[src/rtl/vc_input_buffer.sv]
// Multi-VC router input buffer: per-VC circular FIFOs with packet
// framing checks and a round-robin, stall-stable output stream.
module vc_input_buffer #(
  parameter int FLIT_W = 34,
  parameter int N_VC   = 2,
  parameter int DEPTH  = 4,
  localparam int VC_W  = (N_VC > 1) ? $clog2(N_VC) : 1,
  localparam int OCW   = $clog2(DEPTH) + 1
) (
  input  logic                  clk,
  input  logic                  arst,
  input  logic [VC_W-1:0]       vc_id_i,
  input  logic [FLIT_W-1:0]     fdata_i,
  input  logic                  valid_i,
  output logic                  ready_o,
  output logic [FLIT_W-1:0]     fdata_o,
  output logic [VC_W-1:0]       vc_id_o,
  output logic                  valid_o,
  input  logic                  ready_i,
  output logic [N_VC*OCW-1:0]   ocup_o,
  output logic [N_VC-1:0]       err_o
);

  localparam int AW = OCW - 1;
  localparam logic [1:0] HEAD = 2'b00;
  localparam logic [1:0] BODY = 2'b01;
  localparam logic [1:0] TAIL = 2'b10;
  localparam logic [1:0] HT   = 2'b11;

  typedef enum logic {IDLE, PKT} fsm_e;

  logic [FLIT_W-1:0] mem_q [N_VC][DEPTH];
  logic [OCW-1:0]    wr_q [N_VC];
  logic [OCW-1:0]    wr_d [N_VC];
  logic [OCW-1:0]    rd_q [N_VC];
  logic [OCW-1:0]    rd_d [N_VC];
  fsm_e              st_q [N_VC];
  fsm_e              st_d [N_VC];

  logic [N_VC-1:0] err_q, err_d;
  logic [N_VC-1:0] empty, full, legal, store;
  logic [VC_W-1:0] rr_q, rr_d, hvc_q, hvc_d;
  logic [VC_W-1:0] scan, sel;
  logic            hold_q, hold_d;
  logic            found, wr_en, rd_en;
  logic [1:0]      ftyp;

  always_comb begin
    for (int v = 0; v < N_VC; v++) begin
      empty[v] = wr_q[v] == rd_q[v];
      full[v]  = (wr_q[v][AW-1:0] == rd_q[v][AW-1:0])
              && (wr_q[v][AW] != rd_q[v][AW]);
      ocup_o[v*OCW +: OCW] = wr_q[v] - rd_q[v];
    end
  end

  assign ready_o = !full[vc_id_i];
  assign wr_en   = valid_i && ready_o;
  assign ftyp    = fdata_i[FLIT_W-1 -: 2];
  assign err_o   = err_q;

  // Framing FSM output: is the incoming flit type legal in this state
  always_comb begin
    for (int v = 0; v < N_VC; v++) begin
      legal[v] = 1'b0;
      unique case (st_q[v])
        IDLE: legal[v] = (ftyp == HEAD) || (ftyp == HT);
        PKT:  legal[v] = (ftyp == BODY) || (ftyp == TAIL);
        default: legal[v] = 1'b0;
      endcase
    end
  end

  always_comb begin
    for (int v = 0; v < N_VC; v++) begin
      st_d[v]  = st_q[v];
      err_d[v] = err_q[v];
      store[v] = 1'b0;
      if (wr_en && vc_id_i == VC_W'(v)) begin
        if (!legal[v]) begin
          err_d[v] = 1'b1;
        end else begin
          store[v] = 1'b1;
          if (ftyp == HEAD) st_d[v] = PKT;
          if (ftyp == TAIL) st_d[v] = IDLE;
        end
      end
    end
  end

  always_comb begin
    scan  = rr_q;
    found = 1'b0;
    for (int k = 0; k < N_VC; k++) begin
      if (!found && !empty[(int'(rr_q) + k) % N_VC]) begin
        found = 1'b1;
        scan  = VC_W'((int'(rr_q) + k) % N_VC);
      end
    end
  end

  // A stalled flit pins the selection so fdata_o/vc_id_o stay put
  assign sel     = hold_q ? hvc_q : scan;
  assign valid_o = !empty[sel];
  assign vc_id_o = sel;
  assign rd_en   = valid_o && ready_i;
  assign fdata_o = valid_o ? mem_q[sel][rd_q[sel][AW-1:0]] : '0;

  always_comb begin
    for (int v = 0; v < N_VC; v++) begin
      wr_d[v] = wr_q[v] + OCW'(store[v]);
      rd_d[v] = rd_q[v] + OCW'(rd_en && sel == VC_W'(v));
    end
    rr_d   = rr_q;
    hold_d = hold_q;
    hvc_d  = hvc_q;
    if (rd_en) begin
      rr_d   = VC_W'((int'(sel) + 1) % N_VC);
      hold_d = 1'b0;
    end else if (valid_o) begin
      hold_d = 1'b1;
      hvc_d  = sel;
    end
  end

  always_ff @(posedge clk or negedge arst) begin
    if (!arst) begin
      for (int v = 0; v < N_VC; v++) begin
        wr_q[v] <= '0;
        rd_q[v] <= '0;
        st_q[v] <= IDLE;
      end
      err_q  <= '0;
      rr_q   <= '0;
      hvc_q  <= '0;
      hold_q <= 1'b0;
    end else begin
      for (int v = 0; v < N_VC; v++) begin
        wr_q[v] <= wr_d[v];
        rd_q[v] <= rd_d[v];
        st_q[v] <= st_d[v];
      end
      err_q  <= err_d;
      rr_q   <= rr_d;
      hvc_q  <= hvc_d;
      hold_q <= hold_d;
    end
  end

  always_ff @(posedge clk) begin
    if (wr_en && legal[vc_id_i])
      mem_q[vc_id_i][wr_q[vc_id_i][AW-1:0]] <= fdata_i;
  end

endmodule
[config.mk]
export PLATFORM = sky130hd
export DESIGN_NAME = vc_input_buffer
export DESIGN_NICKNAME = d
export VERILOG_FILES = /design/src/rtl/vc_input_buffer.sv
export SDC_FILE = /design/constraint.sdc
export NUM_CORES = 1
export LEC_CHECK = 0
export ABC_AREA = 1
export CAP_MARGIN = 20
export CORE_MARGIN = 2
export CORE_UTILIZATION = 40
export DETAILED_ROUTE_END_ITERATION = 10
export PLACE_DENSITY = 0.67
export SLEW_MARGIN = 20
export SYNTH_ARGS = -nofsm -noshare
export SYNTH_HDL_FRONTEND = slang
export SYNTH_SLANG_ARGS = --single-unit
[constraint.sdc]
create_clock -name clk -period 9.1 [get_ports clk]
set_input_delay 1.82 -clock clk [delete_from_list [all_inputs] [get_ports clk]]
set_output_delay 1.82 -clock clk [all_outputs]
set_load 0.02 [all_outputs]
### Yosys cells after proc, flatten, opt, wreduce, memory -nomap -nowiden

Memory sizes are Yosys's and may differ from the RTL's.
Cells that the tools add are included.

| word-level totals | value |
|---|---|
| bits in registers | 19 |
| memory bits (writable) | 272 |
| logic and storage cells | 112 |
| memories kept | 1 |

Memories:

| name | words | width | read ports | clocked after Yosys merged registers in | write ports | line | RTL |
|---|---|---|---|---|---|---|---|
| mem_q | 2 | 136 | 1 | 0 | 1 | 32 | `logic [FLIT_W-1:0] mem_q [N_VC][DEPTH];` |

| cells by class | value |
|---|---|
| $add $sub $neg | 8 |
| $lt $le $gt $ge | 9 |
| equality and inequality tests | 10 |
| mux-type cells | 37 |
| bitwise operators | 13 |
| reductions and logical operators | 23 |

Operators by type and width:

| cell | count |
|---|---|
| $mux W136 | 1 |
| $mux W34 | 4 |
| $bmux W34 S2 | 1 |
| $demux W34 S2 | 1 |
| $mux W1 | 22 |
| $add A3 B1 Y3 | 4 |
| $mux W2 | 6 |
| $logic_and A1 B1 Y1 | 11 |
| $not A1 Y1 | 8 |
| $eq A3 B3 Y1 | 2 |
| $ge A3 B3 Y1 const B | 2 |
| $lt A1 B2 Y1 const B | 3 |
| $not A2 Y3 | 2 |
| $reduce_and A2 Y1 | 3 |
| $reduce_and A3 Y1 | 2 |
| $sub A3 B3 Y3 | 2 |
| $eq A2 B2 Y1 | 2 |
| $eq A2 B2 Y1 const B | 2 |
| $ge A2 B2 Y1 const B | 2 |
| $not A1 Y2 | 2 |
| $pmux W1 S2 | 2 |
| $logic_not A1 Y1 | 3 |
| $lt A2 B3 Y1 const B | 1 |
| $lt A3 B1 Y1 const B | 1 |
| 8 further kinds | 11 |

### Longest topological paths before layout

| logic depth | value |
|---|---|
| word-level depth | 18 |
| depth in mapped cells | 18 |
| depth with buffers taken out | 17 |

### Least setup slack after synthesis

No wires, ideal clock.

| timing | value |
|---|---|
| path kind | input-to-reg |
| start point | input vc_id_i |
| end point | memory mem_q[0][34] (netlist bit) (enable) |
| setup time | 468 ps |
| data arrival time | 5099 ps |
| data required time | 8632 ps |
| path slack | 3534 ps |
| cell stages on the path | 8 |
| path through | clkinv_1 nand3_1 nand2_1 nor2_1 nand2_1 o22ai_1 nand2_1 nor3_1 |

| between the ends | value |
|---|---|
| longest elaborated chain between the ends | 10 |

Ends and longest elaborated chain:

| what | line | RTL |
|---|---|---|
| start, declared | 12 | `input logic [VC_W-1:0] vc_id_i,` |
| $not A1 Y2 (implied by the code) | 152 | `mem_q[vc_id_i][wr_q[vc_id_i][AW-1:0]] <= fdata_i;` |
| $mux W2 (implied by the code) (3 in series) | 152 |  |
| $not A2 Y3 (implied by the code) | 152 |  |
| $ge A3 B3 Y1 (implied by the code) or $lt A3 B1 Y1 (tied branches) | 152 |  |
| $logic_and A1 B1 Y1 (implied by the code) | 152 |  |
| $mux W34 (implied by the code) | 152 |  |
| $demux W34 S2 | 152 |  |
| $mux W136 (implied by the code) | 152 |  |
| end, declared | 32 |  |

Several ways; a longest one is shown, not always the timed one. The select of a mux whose other input is x is not followed.

### Final worst setup path

| timing | value |
|---|---|
| start point | register wr_q[3] (netlist bit) |
| end point | output fdata_o[31] |

| between the ends | value |
|---|---|
| longest elaborated chain between the ends | 17 |

Ends and longest elaborated chain:

| what | line | RTL |
|---|---|---|
| start, declared | 33 | `logic [OCW-1:0] wr_q [N_VC];` |
| start signal, assigned by index | 139 | `wr_q[v] <= wr_d[v];` |
| $eq A3 B3 Y1 (*) | 50 | `empty[v] = wr_q[v] == rd_q[v];` |
| $mux W1 (implied by the code) (3 in series) | 95 | `if (!found && !empty[(int'(rr_q) + k) % N_VC]) begin` |
| $logic_not A1 Y1 | 95 |  |
| $logic_and A1 B1 Y1 | 95 |  |
| $mux W1 | 95 |  |
| $mux W1 | 103 | `assign sel = hold_q ? hvc_q : scan;` |
| $not A1 Y2 (implied by the code) | 107 | `assign fdata_o = valid_o ? mem_q[sel][rd_q[sel][AW-1:0]] : '0;` |
| $mux W2 (implied by the code) (3 in series) | 107 |  |
| $not A2 Y3 (implied by the code) | 107 |  |
| $bmux W34 S2 | 107 |  |
| $mux W34 (implied by the code) (2 in series) | 107 |  |
| $mux W34 (*) | 107 |  |
| end, declared | 16 | `output logic [FLIT_W-1:0] fdata_o,` |

Mark *: on every way between the ends. The rest lies on a longest branch, timed or not. The select of a mux whose other input is x is not followed.

==> impl_metrics.ini <==
[timing]
rsz0062_at_grt = no
setup-tns-final_ps = 0
tightest_slew_ps = 1030
fin_crit_ps = 6840
hold_ws_ps = 472
slew_viol_final = 0
min_period_over_period_pct = 75.1
fin_worst_skew_ps = 11.4
slew_headroom_pct = 31.4
setup_viol = 0
fmax_ghz = 0.146
hold_viol_final = 0

[setup_path]
crit_chain = inv_1 -> ha_1 -> nand2_1 -> inv_1 -> nand3_1 -> inv_1 -> nand2_1 -> nand3_4 -> nand2_4 -> nand2_2 -> nand2_4 -> buf_4 -> nand3_1 -> nand3_1 -> nand2_1 -> nor2_1 -> clkdlybuf4s50_1
critPathBufInv = 5
cp_max_fo = 78
cp.required_ps = 7280
path_class = flip-flop to primary output
arrival_ps = 5020
crit_family = simple AND/OR/NAND/NOR gates
reg2reg_slack_ps = 5780
cp-start-kind = flip-flop
crit_slowest_cell = nand2_4
critPathCaptureType = primary output
cp_slowest_stage_delay_ps = 670

[detailed_routing]
wire_per_inst_um = 16.0
first_iter_violations = 547
antenna_left = 0
dr.pass1.iters = 5
drc = 0
viasPerCell = 4.77
dr_total_vias = 8145
drt-total-wl_um = 27300

[placed_design]
place_congestion = 0.758
placedCellCount = 1657
dp_hpwl_um = 14700
portBuffers = 83

[final_layout]
fin_cells = 1709
drive_above_1_share_pct = 6.50
syn_to_final_growth_pct = 15.8
fin_nets = 1342
n_antenna_cell = 0

[clock_tree]
ctsResizeCount = 0
ctsHtreeMaxLevel = 1
cts_root_buffer = clkbuf_16
numCtsBuffers = 30
clk_pin_slew_ps = 60
cts_max_path_buffers = 3
clock_latency_ps = 540
postCtsHoldBufs = 0
cts.sinks = 291
cts_setup_buffers = 0
cts_tree = done

[yosys]
avgSynthCellArea_um2 = 10.5
netlist_instances = 1214
syn-cell-area_um2 = 12800
yosysUniqueCellTypes = 34
synth_nets = 1269
yosysSeqAreaShare_pct = 67.5
synth-seq-cells = 291
ys_warn_count = 0

[die]
fp-row-count = 65
die_area_um2 = 33400
die_h_um = 183
die_width_um = 183
pin_count = 84
fp.coreArea_um2 = 31600
initial_core_util_pct = 40.6

[global_route]
antenna_found_initial = 0
track_usage_pct = 16.5
grt_max_degree = 94
gr-total-overflow = 0
grt_pass1_vias = 8160
grt_pass1_wl_um = 43400

[flow_run]
maxCapViolations = 0

[run_status]
outcome = completed

[hold_path]
hold_path_class = flip-flop to flip-flop
==> path summary, 6_finish.rpt <==
kind | start | end | depth (start not counted)
min in group asynchronous | arst | st_q[1] | 1
max in group asynchronous | arst | rd_q[4] | 1
hold reg to reg | err_o[0] | err_o[0] | 1
setup reg to reg | wr_q[3] | hvc_q | 15
hold / removal | err_o[0] | err_o[0] | 1
setup / recovery | wr_q[3] | fdata_o[31] | 17
==> through the flow <==
stage | cell area (um2) | util, % | setup WS, ps
CTS | 14800 | 47.0 | 2190
finish | 14800 | 47.0 | 2260
global placement | 13900 | 44.1 | 2870
global route | 14800 | 47.0 | 1910
detailed placement | 13900 | 44.1 | 2810
floorplan | 12800 | - | 3530
==> sequential cells by signal, indices dropped and copies added, names as in the netlist <==
register,count
wr_q,6
err_o,2
mem_q,272
hvc_q,1
rr_q,1
hold_q,1
st_q,2
rd_q,6
==> cell usage after synthesis, drive strengths merged <==
master / count / area [um2]
inv: 164 / 616
nor2: 146 / 548
buf: 49 / 355
nand3b: 1 / 7.51
o22ai: 1 / 6.26
xor2: 7 / 61.3
nand2: 374 / 1420
nand3: 108 / 603
clkinv: 1 / 3.75
dfrtp: 19 / 475
o21ai: 5 / 40.0
a22oi: 1 / 7.51
fa: 2 / 40.0
a21oi: 4 / 20.0
clkbuf: 5 / 18.8
or2: 1 / 6.26
a31o: 2 / 17.5
ha: 14 / 175
nor3: 36 / 180
xnor2: 2 / 25.0
edfxtp: 272 / 8170
==> layout make-up <==
type                    instances  area, um2
well taps                     402        503
clock buffers                  36        795
fillers                      2869      16700
clock inverters                16        120
flip-flops and latches        291       8640
inverters                     165        622
repair buffers                 95        921
multi-input cells             704       3220
==> cell usage in the layout (no fill, tap or decap), types with 6 or more instances in the layout <==
| cell type | netlist | final |
|---|---|---|
| xor2_1 | 7 | 7 |
| clkinv_2 | 0 | 6 |
| inv_1 | 161 | 161 |
| ha_1 | 14 | 14 |
| clkdlybuf4s50_1 | 0 | 83 |
| nor2_4 | 0 | 6 |
| nor2_1 | 146 | 140 |
| clkinv_1 | 1 | 9 |
| nand2_1 | 368 | 368 |
| edfxtp_1 | 272 | 272 |
| nand3_1 | 97 | 97 |
| dfrtp_1 | 19 | 19 |
| nand3_2 | 10 | 10 |
| clkbuf_16 | 0 | 31 |
| buf_4 | 8 | 12 |
| nor3_1 | 36 | 34 |
==> kinds of logic after synthesis <==
group / share of synthesized area (%)
flops: 67.5
compound gates: 0.714
buf+inv: 7.76
simple gates: 21.6
fa+ha+maj: 1.68
xor+xnor: 0.675
==> worst register-to-register path, delay by kind of cell, from the launching register on <==
family	cells	cell delay, ps
buffers and inverters	4	930
DFF	1	390
and+or+nand+nor	8	1350
adders and majority gates	1	290
AOI/OAI and AO/OA	2	190
==> routing by layer <==
metal  wire [um]  part of all wire [%]  vias up  global-route usage, %
met2       13400                    49      167                   29.6
met5           0                     0        -                      0
met4         512                   1.9        0                   4.13
met1       12200                    45     3884                   21.2
met3        1120                   4.1       41                   2.03
li1            -                     -     4053                      -
Power is left out: the tool's default activity adds up to more than one toggle a clock period on the data nets, which glitch-free logic cannot reach.
==> variant 1, RTL diff (same settings) <==
Reset style: synchronous (`arst`), changed in one clocked block.
--- a/src/rtl/vc_input_buffer.sv
+++ b/src/rtl/vc_input_buffer.sv
@@ -123,7 +123,7 @@
     end
   end
 
-  always_ff @(posedge clk or negedge arst) begin
+  always_ff @(posedge clk) begin
     if (!arst) begin
       for (int v = 0; v < N_VC; v++) begin
         wr_q[v] <= '0;
Check against the original RTL: differs if arst is asserted again (counterexample within 4 cycles, from zero or initial values and one cycle with arst low); with arst held inactive, the same outputs for 4 cycles.
==> variant 1 against the original RTL <==
Hold slack worse by 0.0095 ns; count of clock-buffer cells in the layout up 4; wire length up 4.6%; sequential cell count is the same; cell area increased by 3.1%; synthesized area grew 2.5%; fmax down 1.9%; worst setup slack lost 0.13 ns; utilization up 0.22 points; first-iteration DRC count is 24% higher; highest routed layer unchanged.
==> variant 1: results (changes against the original RTL) <==
Global routing
  – Largest net degree at the start of global routing: 98 (+4.3%)
  – Vias in the first global route: 8575 (+5.1%)
  – Overall Global Routing Usage: 17.0% (+0.59 points)
  – First-pass GRT wire length: 45600 um (+4.9%)
  – Initial antenna violation count: 0 (unchanged)

Yosys
  – Post-synth ARST share: 0% (-6.5 points)
  – Syn_nets: 1406 (+11%)
  – Synth unique cells: 30 (-12%)
  – Synth area leaders: edfxtp_1 (62%), nand2_1 (16%), inv_1 (5.0%), nor2_1 (3.7%), dfxtp_1 (2.9%)
  – Sequential area share after synthesis: 65.2% (-2.4 points)
  – Commonest cells in the netlist: nand2_1 (544), edfxtp_1 (272), inv_1 (174)
  – Synth warnings: 0 (unchanged)

Route
  – Via count: 8735 (+7.2%)
  – Drt first pass iters: 4 (-1)
  – Initial drt markers: 676 (+24%)
  – Post-Route WL: 28500 um (+4.6%)

Power
  – Lkg Pwr: 6.37 nW
  – Power Total: 3.35 mW
  – Seq group: 1.51 mW
  – Worst-case vdd ir drop: 0.000133 V
  – Net Sw Power: 975 uW

Placed design
  – DP Area: 14400 um^2 (+3.4%)
  – Number of port buffers: 83 (unchanged)
  – Placer Congestion: 0.770 (+1.6%)
  – Worst slack at placement: 2.63 ns (-0.178 ns)
  – Final HPWL DP: 16400 um (+11%)

Layout
  – Max reg flops: 272 (unchanged)
  – Total Nets Final: 1475 (+9.9%)
  – Share of post-route cells with drive strength above 1: 5.05% (-1.5 points)

STA
  – Worst-margin pin slew: 0.971 ns (-0.0588 ns)
  – Worst Clk Skew: 0.0115 ns (+0.0000138 ns)
  – Setup TNS Final: 0 ns (unchanged)

Clock network
  – Latest clock arrival within the worst-skew pair: 0.55 ns
  – CTS buffer count: 30 (unchanged)
  – Worst-path clk slew: 0.05 ns
  – Clock Tree Root: clkbuf_16

Setup path
  – Crit path largest cell delay: 0.64 ns (-0.03 ns)
  – Crit path DAT: 5.15 ns (+0.13 ns)
  – Worst Path Max Fanout: 81 (+3.8%)
  – Slowest cell on the critical path: o21ai_4

Min path
  – HP Class: reg -> reg

Status
  – Status: finished clean
==> variant 1: layer usage <==
layer	part of all wire, %	track usage [%]	vias to the layer above
met2	48	28.7	217
met4	1.9	4.48	0
met1	45	23.1	4070
li1	-	-	4406
met3	5.5	2.62	42
met5	0	0	-
==> variant 1: worst paths after layout <==
path	to	startpoint	slack (ns)	cells past startpoint
worst max-delay path	fdata_o[31]	rd_q[0][1]	2.13	16
worst min-delay path	rr_q	rr_q	0.46	2
worst max register to register	rd_q[1][2]	rd_q[0][1]	5.23	18
worst min register to register	rr_q	rr_q	0.46	2
==> variant 1: worst register-to-register path, cell delays in order, from the launching register on <==
cell and delay, ns:
dfxtp_1 0.38, inv_1 0.10, ha_1 0.29, nand2_1 0.06, inv_1 0.05, nand3_2 0.08
inv_2 0.04, nand2_1 0.05, nand2_1 0.07, nand2_4 0.60, nand2_8 0.53, inv_4 0.61
nor2_1 0.12, nand2_1 0.12, inv_1 0.06, ha_1 0.20, ha_1 0.21, xnor2_1 0.14
nor2_1 0.05
==> variant 1: cells by family after synthesis <==
group                      synth area share, %
adders and majority gates                 1.45
xor gates and xnor gates                 0.601
and+or+nand+nor                           23.2
DFF                                       65.2
AOI/OAI and AO/OA                         2.03
buffers and inverters                     7.54
==> variant 1: cell type report <==
cell class                      count  area, um^2
Timing Repair Buffer               97         948
Clock inverter                     16        90.1
Sequential cell                   291        8550
Inverter                          179         674
Fill cell                        2992       17100
Tap cell                          442         553
Clock buffer                       40         810
Multi-Input combinational cell    823        3660
==> variant 1: stage by stage <==
stage	util, %	cells	hold slack [ns]
after floorplan	-	1353	0.440
after global placement	44.4	1831	0.454
after detailed placement	44.4	1832	0.456
after CTS	47.2	1888	0.463
after global routing	47.2	1888	0.505
final	47.2	1888	0.463
==> variant 2, RTL diff (same flow settings) <==
Without the edit above. Set the parameter `N_VC` to 4 (it was 2).
--- a/src/rtl/vc_input_buffer.sv
+++ b/src/rtl/vc_input_buffer.sv
@@ -2,7 +2,7 @@
 // framing checks and a round-robin, stall-stable output stream.
 module vc_input_buffer #(
   parameter int FLIT_W = 34,
-  parameter int N_VC   = 2,
+  parameter int N_VC   = 4,
   parameter int DEPTH  = 4,
   localparam int VC_W  = (N_VC > 1) ? $clog2(N_VC) : 1,
   localparam int OCW   = $clog2(DEPTH) + 1
Ports: changed (resized err_o, ocup_o, vc_id_i and vc_id_o); port bits go from 84 to 94. The function was not compared with the original's and may differ.
==> variant 2 against the original RTL <==
Worst setup slack got worse by 0.75 ns; utilization decreased by 0.64 points; wire length increased by 120%; synthesized area increased by 97%; cell count increased by 93%; clock skew increased by 0.0037 ns; sequential cell count increased by 290; via count increased by 100%; non-clock buffer count increased by 23; cell area increased by 94%.
Power is left out: the tool's default activity adds up to more than one toggle a clock period on the data nets, which glitch-free logic cannot reach.
==> variant 2: results (changes against the original RTL) <==
Route
  – Initial drt markers: 1534 (+180%)
  – Wire length per cell: 18.1 um (+13%)

Placed design
  – Worst slack at placement: 2.18 ns (-0.627 ns)
  – Number of port buffers: 93 (+12%)
  – Final HPWL DP: 32000 um (+120%)
  – Dpl cells: 3187 (+92%)
  – DP Area: 26900 um^2 (+93%)

Layout
  – Share of post-route cells with drive strength above 1: 6.97% (+0.46 points)
  – Total Nets Final: 2478 (+85%)
  – Inverters: 264 (+60%)
  – Non-clk buf share: 3.92% (-2.3 points)
  – CLK BUF: 67 (+86%)
  – Max reg flops: 544 (+100%)
  – Clock network area share: 6.35% (+0.18 points)
  – # fillers: 5538 (+93%)

Setup path
  – Worst Path Max Fanout: 144 (+85%)
  – R2R Setup Slk: 4.54 ns (-1.24 ns)
  – Worst reg2reg endpoint: mem_q[2][62]
  – Slowest cell on the critical path: clkdlybuf4s50_1
  – Worst r2r src: rd_q[10]

Yosys
  – Xor/xnor cell area share of the yosys netlist: 0.622% (-0.053 points)
  – Compound-gate portion of the synthesized area: 5.17% (+4.5 points)
  – Post-synth ARST share: 6.37% (-0.16 points)
  – Synth area leaders: edfxtp_1 (65%), nand2_1 (8.0%), nor2_1 (4.9%), inv_1 (3.8%), dfrtp_1 (3.7%)
  – Adder-cell share of the synthesized area: 1.61% (-0.071 points)
  – Avg Inst Size Synth: 10.7 um^2 (+1.9%)
  – Syn_nets: 2412 (+90%)
  – Synthesized flop and latch total: 581 (+100%)
  – Sequential area share after synthesis: 68.6% (+1.1 points)

Global routing
  – Grt met1 use: 24.3% (+3.1 points)
  – Largest net degree at the start of global routing: 164 (+74%)
  – First-pass GRT wire length: 91300 um (+110%)
  – Initial antenna violation count: 1 (+1)
  – Met2 GRT Util: 31.1% (+1.5 points)

STA
  – Rel. slew slack: 25.8% (-5.6 points)
  – Fin Hold WS: 0.472 ns (+0.000202 ns)

Min path
  – Worst Hold Path EP: err_o[3]

Clock network
  – H-tree depth: 2 (+1)
  – CTS buffer count: 56 (+87%)

Status
  – Status: finished clean
[variant 2: changes by cell type after synthesis, sizes merged, moves of 12 or more]
cell,before,now
edfxtp,272,544
nand2,374,543
nand3,108,162
dfrtp,19,37
or2,1,36
nor2,146,328
clkbuf,5,29
nor3,36,8
ha,14,26
buf,49,81
inv,164,262
o21ai,5,241
[variant 2: worst max path at each step]
stage,startpoint,cells past startpoint,slack [ns],to
floorplan,vc_id_i[1],11,3.32,mem_q[0][100]
global placement,rd_q[10],23,2.29,fdata_o[3]
detailed placement,rd_q[7],24,2.18,fdata_o[3]
CTS,rd_q[7],24,1.52,fdata_o[3]
global route,rd_q[10],24,0.99,fdata_o[4]
finish,rd_q[10],24,1.51,fdata_o[3]
[variant 2: routing by layer]
| metal | vias to the layer above | part of all wire (%) |
|---|---|---|
| li1 | 7895 | - |
| met1 | 7995 | 42 |
| met2 | 547 | 49 |
| met3 | 114 | 6.5 |
| met4 | 2 | 2.8 |
| met5 | - | 0.027 |
